<file path="config.mk">
export PLATFORM = sky130hd
export DESIGN_NAME = int2flt_seq
export DESIGN_NICKNAME = d
export VERILOG_FILES = /design/src/rtl/int2flt_pkg.sv /design/src/rtl/int2flt_pack.sv /design/src/rtl/int2flt_seq.sv
export SDC_FILE = /design/constraint.sdc
export NUM_CORES = 1
export LEC_CHECK = 0
export BUFFER_PORTS_ARGS = -buffer_cell sky130_fd_sc_hd__buf_2
export CORE_UTILIZATION = 55
export DETAILED_ROUTE_END_ITERATION = 12
export PLACE_DENSITY = 0.88
export SYNTH_ARGS = -nofsm -noshare
export SYNTH_HDL_FRONTEND = slang
export SYNTH_SLANG_ARGS = --single-unit
</file>
<file path="constraint.sdc">
create_clock -name clk -period 3.6 [get_ports clk]
set_input_delay 0 -clock clk [delete_from_list [all_inputs] [get_ports clk]]
set_output_delay 0 -clock clk [all_outputs]
set_load 0.03 [all_outputs]
</file>
<file path="src/rtl/int2flt_pkg.sv">
// int2flt_pkg
//   Shared types and constants for the 16-bit integer-to-float sequencer.
//   Holds the controller state enum, the float field widths, the exponent
//   constants used by normalization and packing, and a priority-encoder
//   helper used by the single-cycle normalizer build (INT2FLT_FAST_NORM_EN).
package int2flt_pkg;

  typedef enum logic [3:0] {
    ST_IDLE,
    ST_RD_LO,
    ST_RD_HI,
    ST_CAPTURE,
    ST_NORM,
    ST_PACK,
    ST_WR_LO,
    ST_WR_HI,
    ST_DONE
  } state_t;

  localparam int FLT_W  = 16;
  localparam int MANT_W = 10;
  localparam int EXP_W  = 5;

  // Exponent of an operand whose MSB already sits at bit 14.
  localparam logic [EXP_W-1:0] EXP_INIT       = 5'd21;
  // Exponent reached when the MSB was bit 0 (14 shifts).
  localparam logic [EXP_W-1:0] EXP_MIN        = 5'd7;
  // Exponent used for the -32768 special case.
  localparam logic [EXP_W-1:0] EXP_NEG_FULL   = 5'd22;
  // At or above this exponent the hidden bit is dropped from the field.
  localparam logic [EXP_W-1:0] EXP_HIDDEN_MIN = 5'd16;

  // Index of the most significant set bit; 0 when the value is zero.
  function automatic logic [3:0] msb_index(input logic [14:0] v);
    logic [3:0] p;
    p = 4'd0;
    for (int i = 0; i < 15; i++) begin
      if (v[i]) p = 4'(i);
    end
    return p;
  endfunction

endpackage

</file>
<file path="src/rtl/int2flt_pack.sv">
// int2flt_pack
//   Combinational packer that turns the normalized magnitude, exponent and
//   sign into the 16-bit {sign, exp[4:0], mant[9:0]} word.
//   Ports:
//     sign     - operand sign
//     exponent - exponent after normalization
//     mag      - normalized magnitude (bits 14:0)
//     orig     - magnitude before normalization (bits 14:0)
//     result   - packed float
module int2flt_pack
  import int2flt_pkg::*;
(
  input  logic              sign,
  input  logic [EXP_W-1:0]  exponent,
  input  logic [14:0]       mag,
  input  logic [14:0]       orig,
  output logic [FLT_W-1:0]  result
);

  // A zero low field means either 0 or -32768. Small exponents keep the
  // un-normalized original magnitude, MSB included; orig is below 512 there,
  // so the field cannot overflow into the exponent.
  always_comb begin
    result = '0;
    if (mag == '0) begin
      result = sign ? {1'b1, EXP_NEG_FULL, {MANT_W{1'b0}}} : '0;
    end else if (exponent >= EXP_HIDDEN_MIN) begin
      result = {sign, exponent, mag[13:4]};
    end else begin
      result = {sign, exponent, orig[MANT_W-1:0]};
    end
  end

endmodule

</file>
<file path="src/rtl/int2flt_seq.sv">
// int2flt_seq
//   Multicycle controller: reads a little-endian 16-bit two's-complement
//   operand from dm[SRC_ADDR..SRC_ADDR+1], normalizes it, packs it as
//   {sign, exp[4:0], mant[9:0]} and writes it to dm[DST_ADDR..DST_ADDR+1].
//   Optional macro INT2FLT_FAST_NORM_EN: normalize in one cycle with a
//   priority encoder instead of one bit per cycle.
//   Ports:
//     clk       - clock, rising edge
//     rst       - asynchronous active-low reset
//     start     - job request, level-sampled in IDLE
//     done      - job complete, held in DONE
//     busy      - high outside IDLE and DONE
//     mem_addr  - memory address
//     mem_wen   - memory write enable
//     mem_wdata - memory write data
//     mem_rdata - memory read data, one cycle after the address
//     result    - last packed float
module int2flt_seq
  import int2flt_pkg::*;
#(
  parameter int AW       = 8,
  parameter int SRC_ADDR = 0,
  parameter int DST_ADDR = 2
) (
  input  logic             clk,
  input  logic             rst,
  input  logic             start,
  output logic             done,
  output logic             busy,
  output logic [AW-1:0]    mem_addr,
  output logic             mem_wen,
  output logic [7:0]       mem_wdata,
  input  logic [7:0]       mem_rdata,
  output logic [FLT_W-1:0] result
);

  // Addresses are truncated to AW bits so +1 wraps around the memory.
  localparam logic [AW-1:0] SRC_LO = AW'(SRC_ADDR);
  localparam logic [AW-1:0] SRC_HI = AW'(SRC_ADDR + 1);
  localparam logic [AW-1:0] DST_LO = AW'(DST_ADDR);
  localparam logic [AW-1:0] DST_HI = AW'(DST_ADDR + 1);

  state_t           state;
  logic [7:0]       lo_byte;
  logic             sign_r;
  logic [EXP_W-1:0] exp_r;
  logic [14:0]      mag_r;
  logic [14:0]      orig_r;
  logic [FLT_W-1:0] pack_out;

  logic [15:0]      x_word;
  logic [15:0]      x_neg;
  logic [14:0]      x_mag;

  // The high byte arrives in CAPTURE; bit 15 of the magnitude only matters
  // for -32768, which is recognised by a zero low field.
  always_comb begin
    x_word = {mem_rdata, lo_byte};
    x_neg  = ~x_word + 16'd1;
    x_mag  = x_word[15] ? x_neg[14:0] : x_word[14:0];
  end

`ifdef INT2FLT_FAST_NORM_EN
  logic [3:0]       shift_amt;
  logic [14:0]      norm_mag;
  logic [EXP_W-1:0] norm_exp;

  // The shift needed to bring the MSB to bit 14, applied in one step.
  always_comb begin
    shift_amt = (mag_r == '0) ? 4'd0 : (4'd14 - msb_index(mag_r));
    norm_mag  = mag_r << shift_amt;
    norm_exp  = EXP_INIT - {1'b0, shift_amt};
  end
`else
  logic norm_exit;

  always_comb begin
    norm_exit = (mag_r == '0) || mag_r[14] || (exp_r == EXP_MIN);
  end
`endif

  int2flt_pack u_pack (
    .sign     (sign_r),
    .exponent (exp_r),
    .mag      (mag_r),
    .orig     (orig_r),
    .result   (pack_out)
  );

  // Outputs are registered alongside the state so they always reflect the
  // state being entered. Memory strobes default low and only the two read
  // and two write states drive an address.
  always_ff @(posedge clk or negedge rst) begin
    if (!rst) begin
      state     <= ST_IDLE;
      done      <= 1'b0;
      busy      <= 1'b0;
      mem_addr  <= '0;
      mem_wen   <= 1'b0;
      mem_wdata <= '0;
      result    <= '0;
      lo_byte   <= '0;
      sign_r    <= 1'b0;
      exp_r     <= '0;
      mag_r     <= '0;
      orig_r    <= '0;
    end else begin
      mem_addr  <= '0;
      mem_wen   <= 1'b0;
      mem_wdata <= '0;
      case (state)
        ST_IDLE: begin
          if (start) begin
            state    <= ST_RD_LO;
            busy     <= 1'b1;
            mem_addr <= SRC_LO;
          end
        end
        ST_RD_LO: begin
          state    <= ST_RD_HI;
          mem_addr <= SRC_HI;
        end
        ST_RD_HI: begin
          lo_byte <= mem_rdata;
          state   <= ST_CAPTURE;
        end
        ST_CAPTURE: begin
          sign_r <= x_word[15];
          mag_r  <= x_mag;
          orig_r <= x_mag;
          exp_r  <= EXP_INIT;
          state  <= ST_NORM;
        end
        ST_NORM: begin
`ifdef INT2FLT_FAST_NORM_EN
          mag_r <= norm_mag;
          exp_r <= norm_exp;
          state <= ST_PACK;
`else
          if (norm_exit) begin
            state <= ST_PACK;
          end else begin
            mag_r <= mag_r << 1;
            exp_r <= exp_r - 1'b1;
          end
`endif
        end
        ST_PACK: begin
          result    <= pack_out;
          state     <= ST_WR_LO;
          mem_wen   <= 1'b1;
          mem_addr  <= DST_LO;
          mem_wdata <= pack_out[7:0];
        end
        ST_WR_LO: begin
          state     <= ST_WR_HI;
          mem_wen   <= 1'b1;
          mem_addr  <= DST_HI;
          mem_wdata <= result[15:8];
        end
        ST_WR_HI: begin
          state <= ST_DONE;
          busy  <= 1'b0;
          done  <= 1'b1;
        end
        ST_DONE: begin
          if (!start) begin
            state <= ST_IDLE;
            done  <= 1'b0;
          end
        end
        default: begin
          state <= ST_IDLE;
          done  <= 1'b0;
          busy  <= 1'b0;
        end
      endcase
    end
  end

endmodule
</file>
==> flow_summary_export.csv <==
group,metric,value,unit
clock_tree,ctsHoldBuffers,8,
cells_and_area,multi_input_area,1470,sq um
synth,yosys-top-cells-area,"dfrtp_1 52%, a21o_1 3.7%, nand2_1 3.3%",
pwr,leakage,1.92,nW
placement,dpl_cell_area,3590,sq um
die,die_w,81.0,um
die,rows,28,
synth,ys_warn_count,0,
detailed_routing,vias,2535,
die,core_area,5960,sq um
grt,use_met3,6.29,%
synth,yosysTopAreaCell,"dfrtp_1",
clock_tree,cts.reportedPaths.clkPinSlew,0.07,ns
worst_setup_path,cpPeakStageDelay,0.58,ns
grt,grt_pass1_wl,12100,um
pwr,power_density,958,nW/um^2
worst_setup_path,r2r_start,"state[2]",
die,ios,46,
clock_tree,clock_path_buffers,2,
clock_tree,root_buffer,"clkbuf_8",
cells_and_area,final_cell_mix,"71 x dfrtp_1, 39 x buf_2, 30 x nand2_1, 26 x nor2_1, 18 x o21ai_0",
worst_setup_path,critical-path-top-delay-family,"simple AND/OR/NAND/NOR gates",
cells_and_area,fillCellCount,489,
clock_tree,cts_inserted_buffers,9,
clock_tree,cts_setup_buffers,0,
min_path,hp-start,"start",
timing,skew,0.00824,ns
synth,synth.top_cell.area_share,51.8,%
cells_and_area,regArea,1780,sq um
cells_and_area,final_cells,441,
detailed_routing,drc,0,
detailed_routing,firstDrtPassIters,4,
worst_setup_path,end_kind,"register",
worst_setup_path,cp.arrival,2.57,ns
synth,synth_cells,322,
timing,drv_slew,0,
worst_setup_path,cpMaxStageDelayCell,"dfrtp_1",
timing,slew_headroom,31.0,%
timing,timing.hold.ws,0.0231,ns
status,outcome,"finished, final reports clean",
worst_setup_path,start_kind,"register",
placement,hpwl,5160,um
clock_tree,h-tree-depth,3,
timing,hold_viol_final,0,
timing,min_period,2.28,ns
synth,async_flop_share,100,%
timing,worst_slack,1.32,ns
synth,synth_cell_types,52,
clock_tree,cts_sinks,71,
grt,grt_pass1_vias,2480,
die,fp.dieArea,6560,sq um
clock_tree,clk_latency,0.35,ns
synth,syn_avg_cell_area,10.7,sq um
cells_and_area,utilization,65.5,%
synth,synth-edff-count,0,
worst_setup_path,path_cells,"or2b_2, or3b_1, buf_4, nand2b_1, nor2_1, a21o_1",
placement,port_buffers,39,
grt,grtUsageMet2,40.3,%
clock_tree,cts_tree,"yes",
synth,synth-seq-area-share,51.8,%
synth,yosys_register_bits,71,
worst_setup_path,critPathLaunch,"state[2]",
timing,finalCritPeriodShare,63.3,%
cells_and_area,antenna_cells,0,
clock_tree,cts_resized,0,
cells_and_area,layout_commonest_cell,"dfrtp_1",
worst_setup_path,worst-path-buf-inv,1,
detailed_routing,ant_nets,0,
grt,grt-ovfl-total,0,
grt,use_met1,32.1,%
synth,ys.flop_type,"dfrtp_1",
detailed_routing,drt-total-wl,7280,um
min_path,min_path_type,"primary input to register",
cells_and_area,syn_to_final_growth,13.8,%
pwr,peakVddDrop,0.624,mV
timing,tns,0,ns
placement,post-place-ws,1.36,ns
pwr,power,3.74,mW
timing,tightest_slew,1.04,ns
grt,grt_max_degree,49,
detailed_routing,routed_wire_length_per_instance,16.5,um
grt,antenna_found_initial,0,
synth,netlist_area,3430,sq um
detailed_routing,viasPerCell,5.75,
placement,dpl.cell_count,417,
die,initial_core_util,57.6,%
detailed_routing,drt_iter0_drc,202,
timing,rsz0062_at_grt,"false",
worst_setup_path,worstPathRequired,3.89,ns
timing,fmax,0.439,GHz
placement,place.gp.congestion,0.925,
cells_and_area,drive_above_1_share,21.9,%
timing,setup_viol,0,
die,die_h,81.0,um
cells_and_area,final_area,3900,sq um
flow_run,maxCapViolations,0,
worst_setup_path,cp_max_fo,23,
grt,grtUsageTotal,24.8,%
cells_and_area,layout.nets,375,
grt,grt.busiest_layer,"met2",
worst_setup_path,worst-setup-path-type,"register to register",
==> path summary, 6_finish.rpt <==
kind / slack [ns] / endpoint / cells after the start
setup / recovery: 1.32 / mem_wdata[3] / 6
hold / removal: 0.02 / state[0] / 3
setup reg to reg: 1.32 / mem_wdata[3] / 6
hold reg to reg: 0.48 / result[2] / 1
max in group asynchronous: 2.32 / orig_r[0] / 3
min in group asynchronous: 0.37 / result[10] / 2
==> power by group <==
group | switching, mW | internal (mW) | total, mW | leakage (nW)
sequential | 0.362 | 1.16 | 1.52 | 0.861
combinational | 0.873 | 0.595 | 1.47 | 0.940
clock | 0.293 | 0.459 | 0.752 | 0.120
==> final cells by class <==
type                            instances  area share [%]
Sequential cell                        71            45.5
Multi-Input combinational cell        221            37.6
Timing Repair Buffer                   50            7.63
Clock buffer                           10            3.27
Clock inverter                          6            2.79
Tap cell                               75            2.40
Inverter                                8           0.769
==> cells in the mapped netlist, drive strengths merged (2+ instances only) <==
cell type,number
nor2,26
o221a,7
a21o,18
o21a,7
a31oi,2
a311oi,2
o211ai,3
nand2,31
a22o,2
buf,13
nor3,7
clkbuf,13
or3,6
dfrtp,71
o21ai,21
xnor2,6
mux2,6
mux2i,11
nor4,4
o31ai,8
a21oi,11
nand3,4
xor2,10
ha,3
nand2b,3
o41ai,3
inv,8
a21boi,2
==> tightest hold or removal path, stage by stage <==
cell	delay, ns
buf_2	0.11
nor3_1	0.13
nor4_1	0.08
==> flip-flops by register name, indices dropped and copies added, names as in the netlist <==
name / flops
done: 1
busy: 1
result: 16
orig_r: 10
sign_r: 1
mem_wdata: 8
state: 4
mag_r: 15
mem_addr: 2
exp_r: 5
lo_byte: 8
==> routing by layer <==
| metal | vias up | part of all wire (%) |
|---|---|---|
| met5 | - | 0 |
| met4 | 0 | 1.2 |
| met3 | 12 | 5.4 |
| met2 | 83 | 48 |
| met1 | 1238 | 45 |
| li1 | 1202 | - |
==> logic make-up (layout without fill, tap and decap cells) <==
| kind of cell | count (synthesis) | count (layout) | share of synthesized area (%) |
|---|---|---|---|
| and+or+nand+nor | 91 | 91 | 12.8 |
| AOI/OAI and AO/OA | 88 | 88 | 18.9 |
| DFF | 71 | 71 | 51.8 |
| buffers and inverters | 35 | 74 | 6.09 |
| muxes | 17 | 17 | 5.18 |
| xor gates and xnor gates | 16 | 16 | 4.09 |
| adders and majority gates | 3 | 3 | 1.09 |
| other | 1 | 6 | 0.109 |
Power figures use the tool's default switching activity.
